--- config.mk ---
export PLATFORM = sky130hd
export DESIGN_NAME = normalizer
export DESIGN_NICKNAME = d
export VERILOG_FILES = /design/src/rtl/normalizer_pkg.sv /design/src/rtl/normalizer_lzc.sv /design/src/rtl/normalizer.sv
export SDC_FILE = /design/constraint.sdc
export NUM_CORES = 1
export LEC_CHECK = 0
export CORE_MARGIN = 1.5
export CORE_UTILIZATION = 56
export DETAILED_ROUTE_END_ITERATION = 10
export PLACE_DENSITY = 0.93
export SLEW_MARGIN = 30
export SYNTH_ARGS = -nofsm -noshare
export SYNTH_HDL_FRONTEND = slang
export SYNTH_HIERARCHICAL = 1
export SYNTH_SLANG_ARGS = --single-unit
--- constraint.sdc ---
create_clock -name clk -period 3.4 [get_ports clk]
set_input_delay 0.34 -clock clk [delete_from_list [all_inputs] [get_ports clk]]
set_output_delay 0.34 -clock clk [all_outputs]
set_load 0.03 [all_outputs]
--- src/rtl/normalizer_pkg.sv ---
// =====================================================================
// normalizer_pkg : shared widths and result flag type for the normalizer
// rev 1.0
// =====================================================================
`default_nettype none

package normalizer_pkg;

   localparam int WORD_SIZE = 24;
   localparam int EXP_WIDTH = 8;
   localparam int LZ_WIDTH  = $clog2(WORD_SIZE + 1);

   typedef struct packed {
      logic zero;
      logic underflow;
   } norm_flags_t;

endpackage

`default_nettype wire

--- src/rtl/normalizer_lzc.sv ---
// =====================================================================
// normalizer_lzc : combinational leading-zero counter, all-zero -> WIDTH
// rev 1.0
// =====================================================================
`default_nettype none

module normalizer_lzc
   import normalizer_pkg::*;
#(
   parameter int WIDTH = WORD_SIZE,
   parameter int CNT_W = $clog2(WIDTH + 1)
) (
   input  logic [WIDTH-1:0] data,
   output logic [CNT_W-1:0] count
);

   logic w_found;

   always_comb begin
      count   = CNT_W'(WIDTH);
      w_found = 1'b0;
      for (int i = WIDTH - 1; i >= 0; i--) begin
         if (!w_found && data[i]) begin
            count   = CNT_W'(WIDTH - 1 - i);
            w_found = 1'b1;
         end
      end
   end

endmodule

`default_nettype wire

--- src/rtl/normalizer.sv ---
// =====================================================================
// normalizer : two-stage leading-one normalizer with denormal clamping
// rev 1.0
// =====================================================================
`default_nettype none

module normalizer
   import normalizer_pkg::*;
(
   input  logic                 clk,
   input  logic                 rst,
   input  logic                 in_valid,
   output logic                 in_ready,
   input  logic [WORD_SIZE-1:0] in_mant,
   input  logic [EXP_WIDTH-1:0] in_exp,
   output logic                 out_valid,
   input  logic                 out_ready,
   output logic [WORD_SIZE-1:0] out_mant,
   output logic [EXP_WIDTH-1:0] out_exp,
   output logic                 out_zero,
   output logic                 out_underflow
);

   logic                 w_ready1;
   logic                 w_ready2;
   logic [LZ_WIDTH-1:0]  w_lz;

   logic                 r_v1;
   logic [WORD_SIZE-1:0] r_mant1;
   logic [EXP_WIDTH-1:0] r_exp1;
   logic [LZ_WIDTH-1:0]  r_lz1;

   logic                 r_v2;
   logic [WORD_SIZE-1:0] r_mant2;
   logic [EXP_WIDTH-1:0] r_exp2;
   norm_flags_t          r_flags2;

   logic                 w_mant_zero;
   logic                 w_lz_le_exp;
   logic [LZ_WIDTH-1:0]  w_shift;
   logic [WORD_SIZE-1:0] w_mant_n;
   logic [EXP_WIDTH-1:0] w_exp_n;
   norm_flags_t          w_flags_n;

   assign w_ready2 = !r_v2 || out_ready;
   assign w_ready1 = !r_v1 || w_ready2;
   assign in_ready = w_ready1;

   normalizer_lzc #(
      .WIDTH (WORD_SIZE),
      .CNT_W (LZ_WIDTH)
   ) u_lzc (
      .data  (in_mant),
      .count (w_lz)
   );

   // When lz exceeds exp, exp < WORD_SIZE so truncating it to the shift width is lossless
   assign w_mant_zero = (r_lz1 == LZ_WIDTH'(WORD_SIZE));
   assign w_lz_le_exp = (EXP_WIDTH'(r_lz1) <= r_exp1);
   assign w_shift     = w_lz_le_exp ? r_lz1 : LZ_WIDTH'(r_exp1);
   assign w_mant_n    = r_mant1 << w_shift;

   always_comb begin
      w_exp_n             = '0;
      w_flags_n.zero      = w_mant_zero;
      w_flags_n.underflow = 1'b0;
      if (!w_mant_zero) begin
         if (w_lz_le_exp) begin
            w_exp_n = r_exp1 - EXP_WIDTH'(r_lz1);
         end else begin
            w_flags_n.underflow = 1'b1;
         end
      end
   end

   always_ff @(posedge clk or posedge rst) begin
      if (rst) begin
         r_v1    <= 1'b0;
         r_mant1 <= '0;
         r_exp1  <= '0;
         r_lz1   <= '0;
      end else if (w_ready1) begin
         r_v1 <= in_valid;
         if (in_valid) begin
            r_mant1 <= in_mant;
            r_exp1  <= in_exp;
            r_lz1   <= w_lz;
         end
      end
   end

   always_ff @(posedge clk or posedge rst) begin
      if (rst) begin
         r_v2     <= 1'b0;
         r_mant2  <= '0;
         r_exp2   <= '0;
         r_flags2 <= '0;
      end else if (w_ready2) begin
         r_v2 <= r_v1;
         if (r_v1) begin
            r_mant2  <= w_mant_n;
            r_exp2   <= w_exp_n;
            r_flags2 <= w_flags_n;
         end
      end
   end

   assign out_valid     = r_v2;
   assign out_mant      = r_mant2;
   assign out_exp       = r_exp2;
   assign out_zero      = r_flags2.zero;
   assign out_underflow = r_flags2.underflow;

endmodule

`default_nettype wire

; After elaboration in Yosys (flattened, before gate mapping)
; Index checks and enable logic that the tools add are counted.
[op_classes]
add_sub_neg = 1
magnitude_cmp = 1
eq_ne = 1
n_shift = 1
muxes = 52
reduce_logical = 52
[op_table]
columns = operator, n
row1 = 5-bit 2-to-1 mux, 25
row2 = 1-bit logical NOT, 25
row3 = 1-bit 2-to-1 mux, 25
row4 = 24-bit by 5-bit left shift with 24-bit output, 1
row5 = 1-bit logical AND, 23
row6 = 8-bit 2-to-1 mux, 2
row7 = 5-bit by 8-bit less-or-equal comparator with 1-bit output, 1
row8 = 8-bit by 5-bit subtractor with 8-bit output, 1
row9 = 5-bit == test (second input constant), 1
row10 = 2-bit AND reduction, 2
row11 = 1-bit logical OR, 2
[totals]
register_bits = 73
inputBits = 36
out_inout_bits = 36
word_cells = 117

; Longest topological paths before layout
[depth]
ltp_word = 70
depth_mapped = 14
mapped_depth_nobuf = 11

; By module
; The synthesis kept the hierarchy.
[modules_own_cells]
columns = module, n_inst, cells_each, area_per_inst_um2, seq_area_each_um2
row1 = normalizer, 1, 559, 4969.8, 1826.8
row2 = normalizer_lzc, 1, 46, 291.5, 0.0

; Worst setup path before layout
; No wires, ideal clock.
[synth_timing]
path_type = register to register
from = register r_exp1[0]
to = register r_mant2[22], in the netlist out_mant[22]
setup_time_ns = 0.137
arrival_ns = 2.802
t_required_ns = 3.263
path_slack_ns = 0.461
stages_incl_launch_ff = 13
period_less_slack_ns = 2.939
path_cell_list = dfrtp_1 clkinv_1 ha_1 inv_1 fa_1 nand3_1 a31o_1 buf_6 a21oi_1 nor2_1 mux4_2 a221oi_2 o211ai_1
[synth_between]
elab_chain_cells = 3
[synth_rtl]
columns = item, line_no
row1 = from (decl), normalizer.sv:30  ; logic [EXP_WIDTH-1:0] r_exp1;
row2 = from (signal assigned), normalizer.sv:86  ; r_exp1 <= in_exp;
row3 = 5-bit by 8-bit less-or-equal comparator with 1-bit output, normalizer.sv:59  ; assign w_lz_le_exp = (EXP_WIDTH'(r_lz1) <= r_exp1);
row4 = 5-bit 2-to-1 mux *, normalizer.sv:60  ; assign w_shift = w_lz_le_exp ? r_lz1 : LZ_WIDTH'(r_exp1);
row5 = 24-bit by 5-bit left shift with 24-bit output *, normalizer.sv:61  ; assign w_mant_n = r_mant1 << w_shift;
row6 = to (signal assigned), normalizer.sv:101  ; r_mant2 <= w_mant_n;
row7 = to (decl), normalizer.sv:34  ; logic [WORD_SIZE-1:0] r_mant2;
; Every way passes the cells marked *; elsewhere a longest branch is shown, timed or not.
; A chain may end at the register's enable or synchronous reset.

; Worst setup path after layout
[layout_timing]
from = register r_exp1[0]
to = register r_mant2[21], in the netlist out_mant[21]
; Same word-level chain as after synthesis.

==> results.md <==
- The class of the worst hold path is input port to async pin.
- Summed over all instances, the cell type with the most area after synthesis is sky130_fd_sc_hd__dfrtp_1.
- The post-DP HPWL is 13.0 mm.
- The multi-input logic area is 0.00326 mm2.
- By count the netlist is led by sky130_fd_sc_hd__nand2_1, sky130_fd_sc_hd__dfrtp_1, sky130_fd_sc_hd__mux2_2.
- Yosys mapped the design onto 70 distinct sky130hd cell types.
- The commonest register cell after synthesis is sky130_fd_sc_hd__dfrtp_1.
- The fmax is 304 MHz.
- Among all stages on the critical path, the largest delay is contributed by sky130_fd_sc_hd__a311oi_2.
- The proportion of register bits with asynchronous set or reset after synthesis is 1.00.
- IR analysis of the VDD net gives a maximum drop of 0.388 mV.
- In this run the tightest slew margin relative to its limit is 0.533.
- The maximum number of pins on one net before global-route repair is 74.
- The worst path in the final design needs a cycle of 3.29 ns, including I/O delays and setup.
- In this run the vertical extent of the chip is 99.9 um.
- The first global-routing pass estimated 27.2 mm of wire.
- Dividing total power by cell area gives a power density of 586 mW/mm2.
- The number of iterations in the first detailed-routing pass is 6.
- For this configuration, the core starts out at a cell density of 0.575.
- Of the total power, combinational logic draws 0.475.
- The number of buffer cells added on primary ports is 71.
- The largest clock skew in the final design is 0.0132 ns.
- Averaged over all synthesized cells, the footprint is 8.70 um2.
- The average detailed-routed wire length per instance is 21.1 um.
- The sequential cells in the finished layout cover a total of 0.00183 mm2.
- The overflow left after global routing is 0.
- The transition time at the pin with the least slew margin is 0.697 ns.
- The share of the Yosys chip area taken by registers is 0.347.
- The number of violations reported at the end of detailed-routing iteration 0 is 548.
- The net total in the final layout is 740.
- The net switching fraction of the power is 0.413.
- The maximum buffer depth of the clock tree is 2.
- The finished cells cover 0.00655 mm2.
- Of the cells placed in the final design, the portion with a size suffix greater than 1 is 0.188.
- Setup violations remaining at the end of the flow were counted as 0.
- Clock tree synthesis found a total of 73 sinks.
- Setup repair after global routing could not meet its margin everywhere.
- The clock tree from TritonCTS is done.
- The later pin in the worst-skew pair is clocked with a latency of 0.36 ns.
- The total routed wirelength is 17.1 mm.
- The critical path in this run is classified as flip-flop to flip-flop.
- The floorplan row count is 35.
- The required arrival time at the worst endpoint is 3.61 ns.
- The post-route fraction of the period consumed by the critical path is 0.966.
- The final weighted congestion of routability-driven global placement is 1.05.
- The number of design rule violations left after detail routing is 0.
- After clock tree synthesis, the clock-pin slew on the worst setup and hold paths is 0.08 ns.
- The kind of end point of the critical path is a flip-flop.
- The share of the synthesized area in the top cell type is 0.347.
- TritonCTS created 9 clock buffers.
- During I/O placement, the number of pins put on the boundary was 72.
- The via count of the first global-routing pass is 5276.
- The layout overhead on the synthesized area is 24.4%.
- The worst stage delay on the critical path is 0.42 ns.
- The total count of hold-check failures in the final report is 0.
- After routing, the total negative slack on setup checks comes to 0 ns.
- The critical path's top delay family is compound AO/OA/AOI/OAI gates.
- During synthesis, Yosys emitted a total of 6 warnings.
- The critical path goes through clkinv_1 -> ha_1 -> inv_1 -> fa_1 -> nand3_1 -> a31o_4 -> nand2_2 -> buf_4 -> a311oi_2 -> mux2i_1 -> a221oi_1 -> o221ai_1.
- The antenna diode count is 0.
- For this design the static power due to leakage is 0.00263 uW.
- The max-slew violation count is 0.
- The worst endpoint data arrival time is 3.50 ns.
- In this run, synthesis inferred 0 flip-flops with an integrated enable.
- Cell internal power was estimated by the tool at 2250 uW.
- Yosys attributes the largest share of cell area to sky130_fd_sc_hd__dfrtp_1, sky130_fd_sc_hd__mux2_2, sky130_fd_sc_hd__nand2_1.
- The net switching power figure is 1580 uW.
- Counting flops and latches in the post-synthesis netlist gives 73.
- The floorplan step defined a die boundary enclosing 0.00999 mm2.
- The floorplan step set the die width to 99.9 um.
- sky130_fd_sc_hd__nand2_1 is the most common cell in the netlist.
- The total core area is 0.00915 mm2.
- The synthesized area is 0.00526 mm2.
- The design draws 3830 uW.
- In the synthesized netlist, the number of instances is 605.
- The largest driver fanout on the critical path is 17.
- The cell area after placement is 0.00626 mm2.
- The clock group share of total power is 0.199.
- The run finished with clean final reports.
- The global-route usage over all layers is 0.349.
- The initial antenna violation count is 0.
- The total vias in the final route is 5497.
- Of the total power, registers draw 0.327.
- The post-synthesis net count is 647.
- The filler cells instantiated in the layout total 715.
- The sort of element at the start of the critical path is a flip-flop.
- The root buffer cell chosen for the clock tree is sky130_fd_sc_hd__clkbuf_8.
- Hold repair after CTS inserted 0 buffers.
- Measured on the finished design, the core utilization comes to 0.715.
- The post-detailed-route via-to-cell ratio is 6.76.
- The max-capacitance violation count is 0.
- Once detail routing completed, the nets flagged for antenna violations numbered 0.
- The H-tree depth is 3.
- Final hold analysis gives a worst-case slack of 0.477 ns.
- The count of buffering cells on the critical path with inverters included is 3.
==> state kept, by name, summed over array words and instances (netlist names) <==
name and count:
out_mant 24, r_mant1 24, out_exp 8, r_exp1 8, r_lz1 5, out_underflow 1, out_valid 1, out_zero 1
r_v1 1
==> through the flow <==
step / setup slack, ns / cells
after floorplan: 0.461 / 605
after global placement: 0.156 / 796
after detailed placement: -0.0340 / 796
after CTS: 0.0113 / 811
after global routing: -0.0635 / 813
final: 0.115 / 813
==> area by class of cell <==
| cell class | count | area share |
|---|---|---|
| Sequential cell | 73 | 0.279 |
| Clock buffer | 10 | 0.0210 |
| Multi-Input combinational cell | 483 | 0.497 |
| Timing Repair Buffer | 116 | 0.161 |
| Tap cell | 111 | 0.0212 |
| Clock inverter | 5 | 0.0122 |
| Inverter | 15 | 0.00860 |
==> cell families after synthesis <==
| family | after synthesis | share of synthesized area |
|---|---|---|
| fa+ha+maj | 6 | 0.0157 |
| compound gates | 181 | 0.249 |
| xor+xnor | 5 | 0.00832 |
| buf+inv | 49 | 0.0454 |
| flops | 73 | 0.347 |
| simple gates | 242 | 0.224 |
| mux | 49 | 0.110 |
==> placed cells by master, fill, tap and decap left out, types with 4 or more instances in the layout <==
| master | netlist | layout |
|---|---|---|
| sky130_fd_sc_hd__and2_1 | 6 | 6 |
| sky130_fd_sc_hd__clkbuf_8 | 0 | 10 |
| sky130_fd_sc_hd__dfrtp_1 | 73 | 73 |
| sky130_fd_sc_hd__a41oi_1 | 4 | 4 |
| sky130_fd_sc_hd__buf_4 | 4 | 44 |
| sky130_fd_sc_hd__a211oi_1 | 22 | 22 |
| sky130_fd_sc_hd__o21ai_0 | 24 | 24 |
| sky130_fd_sc_hd__o211ai_1 | 8 | 8 |
| sky130_fd_sc_hd__and3_1 | 4 | 4 |
| sky130_fd_sc_hd__nor2b_1 | 4 | 4 |
| sky130_fd_sc_hd__nand3_1 | 20 | 20 |
| sky130_fd_sc_hd__o31ai_1 | 9 | 8 |
| sky130_fd_sc_hd__a21oi_1 | 29 | 28 |
| sky130_fd_sc_hd__a22o_1 | 7 | 7 |
| sky130_fd_sc_hd__nand2b_1 | 22 | 22 |
| sky130_fd_sc_hd__nor3_1 | 12 | 12 |
| sky130_fd_sc_hd__o22ai_1 | 7 | 7 |
| sky130_fd_sc_hd__xnor2_1 | 4 | 4 |
| sky130_fd_sc_hd__clkdlybuf4s50_1 | 0 | 71 |
| sky130_fd_sc_hd__ha_1 | 5 | 5 |
| sky130_fd_sc_hd__mux2_2 | 41 | 41 |
| sky130_fd_sc_hd__a22oi_1 | 14 | 14 |
| sky130_fd_sc_hd__nor4_1 | 5 | 4 |
| sky130_fd_sc_hd__nor2_1 | 33 | 32 |
| sky130_fd_sc_hd__nand2_1 | 109 | 109 |
| sky130_fd_sc_hd__a211o_1 | 4 | 4 |
| sky130_fd_sc_hd__a21boi_0 | 4 | 4 |
| sky130_fd_sc_hd__inv_1 | 12 | 11 |
| sky130_fd_sc_hd__a311oi_1 | 15 | 12 |
| sky130_fd_sc_hd__a311oi_2 | 2 | 5 |
| sky130_fd_sc_hd__mux2i_1 | 5 | 5 |
| sky130_fd_sc_hd__nand4_1 | 8 | 8 |
==> final timing paths <==
| check | startpoint | end | slack, ns | cells past startpoint |
|---|---|---|---|---|
| worst max-delay path | r_exp1[0] | out_mant[21] | 0.11 | 12 |
| worst min register to register | out_mant[7] | out_mant[7] | 0.48 | 2 |
| worst min-delay path | rst | out_exp[7] | 0.48 | 3 |
| worst max register to register | r_exp1[0] | out_mant[21] | 0.11 | 12 |
| min in group clk | out_mant[7] | out_mant[7] | 0.48 | 2 |
| max in group asynchronous | rst | r_mant1[12] | 2.47 | 3 |
==> worst reg2reg max path, stage by stage, from the launching register on <==
cell and delay (ns):
sky130_fd_sc_hd__dfrtp_1 0.40, sky130_fd_sc_hd__clkinv_1 0.07, sky130_fd_sc_hd__ha_1 0.17, sky130_fd_sc_hd__inv_1 0.07, sky130_fd_sc_hd__fa_1 0.40, sky130_fd_sc_hd__nand3_1 0.20, sky130_fd_sc_hd__a31o_4 0.26, sky130_fd_sc_hd__nand2_2 0.15
sky130_fd_sc_hd__buf_4 0.27, sky130_fd_sc_hd__a311oi_2 0.43, sky130_fd_sc_hd__mux2i_1 0.17, sky130_fd_sc_hd__a221oi_1 0.39, sky130_fd_sc_hd__o221ai_1 0.17
==> routing by layer <==
layer	global-route usage	wire (um)	part of all wire	vias up
li1	-	-	-	2457
met4	0.152	742	0.043	0
met2	0.578	7950	0.46	374
met3	0.0557	1480	0.087	82
met5	0	0	0	-
met1	0.456	6960	0.41	2584
==> power groups by stage <==
stage	clock (uW)	combinational, uW	sequential (uW)
floorplan	0	823	1490
global placement	0	1720	1250
detailed placement	0	1760	1260
CTS	763	1770	1250
global route	793	1940	1280
finish	761	1820	1250
==> what timing repair did <==
action | in CTS | in global routing
endpoints found under the hold margin | 0 | 0
endpoints found under the setup margin | 2 | 16
setup buffers | 0 | 2
pin swaps | 0 | 1
resized for setup | 3 | 6
Note: power is estimated with default switching activity, not from simulation.
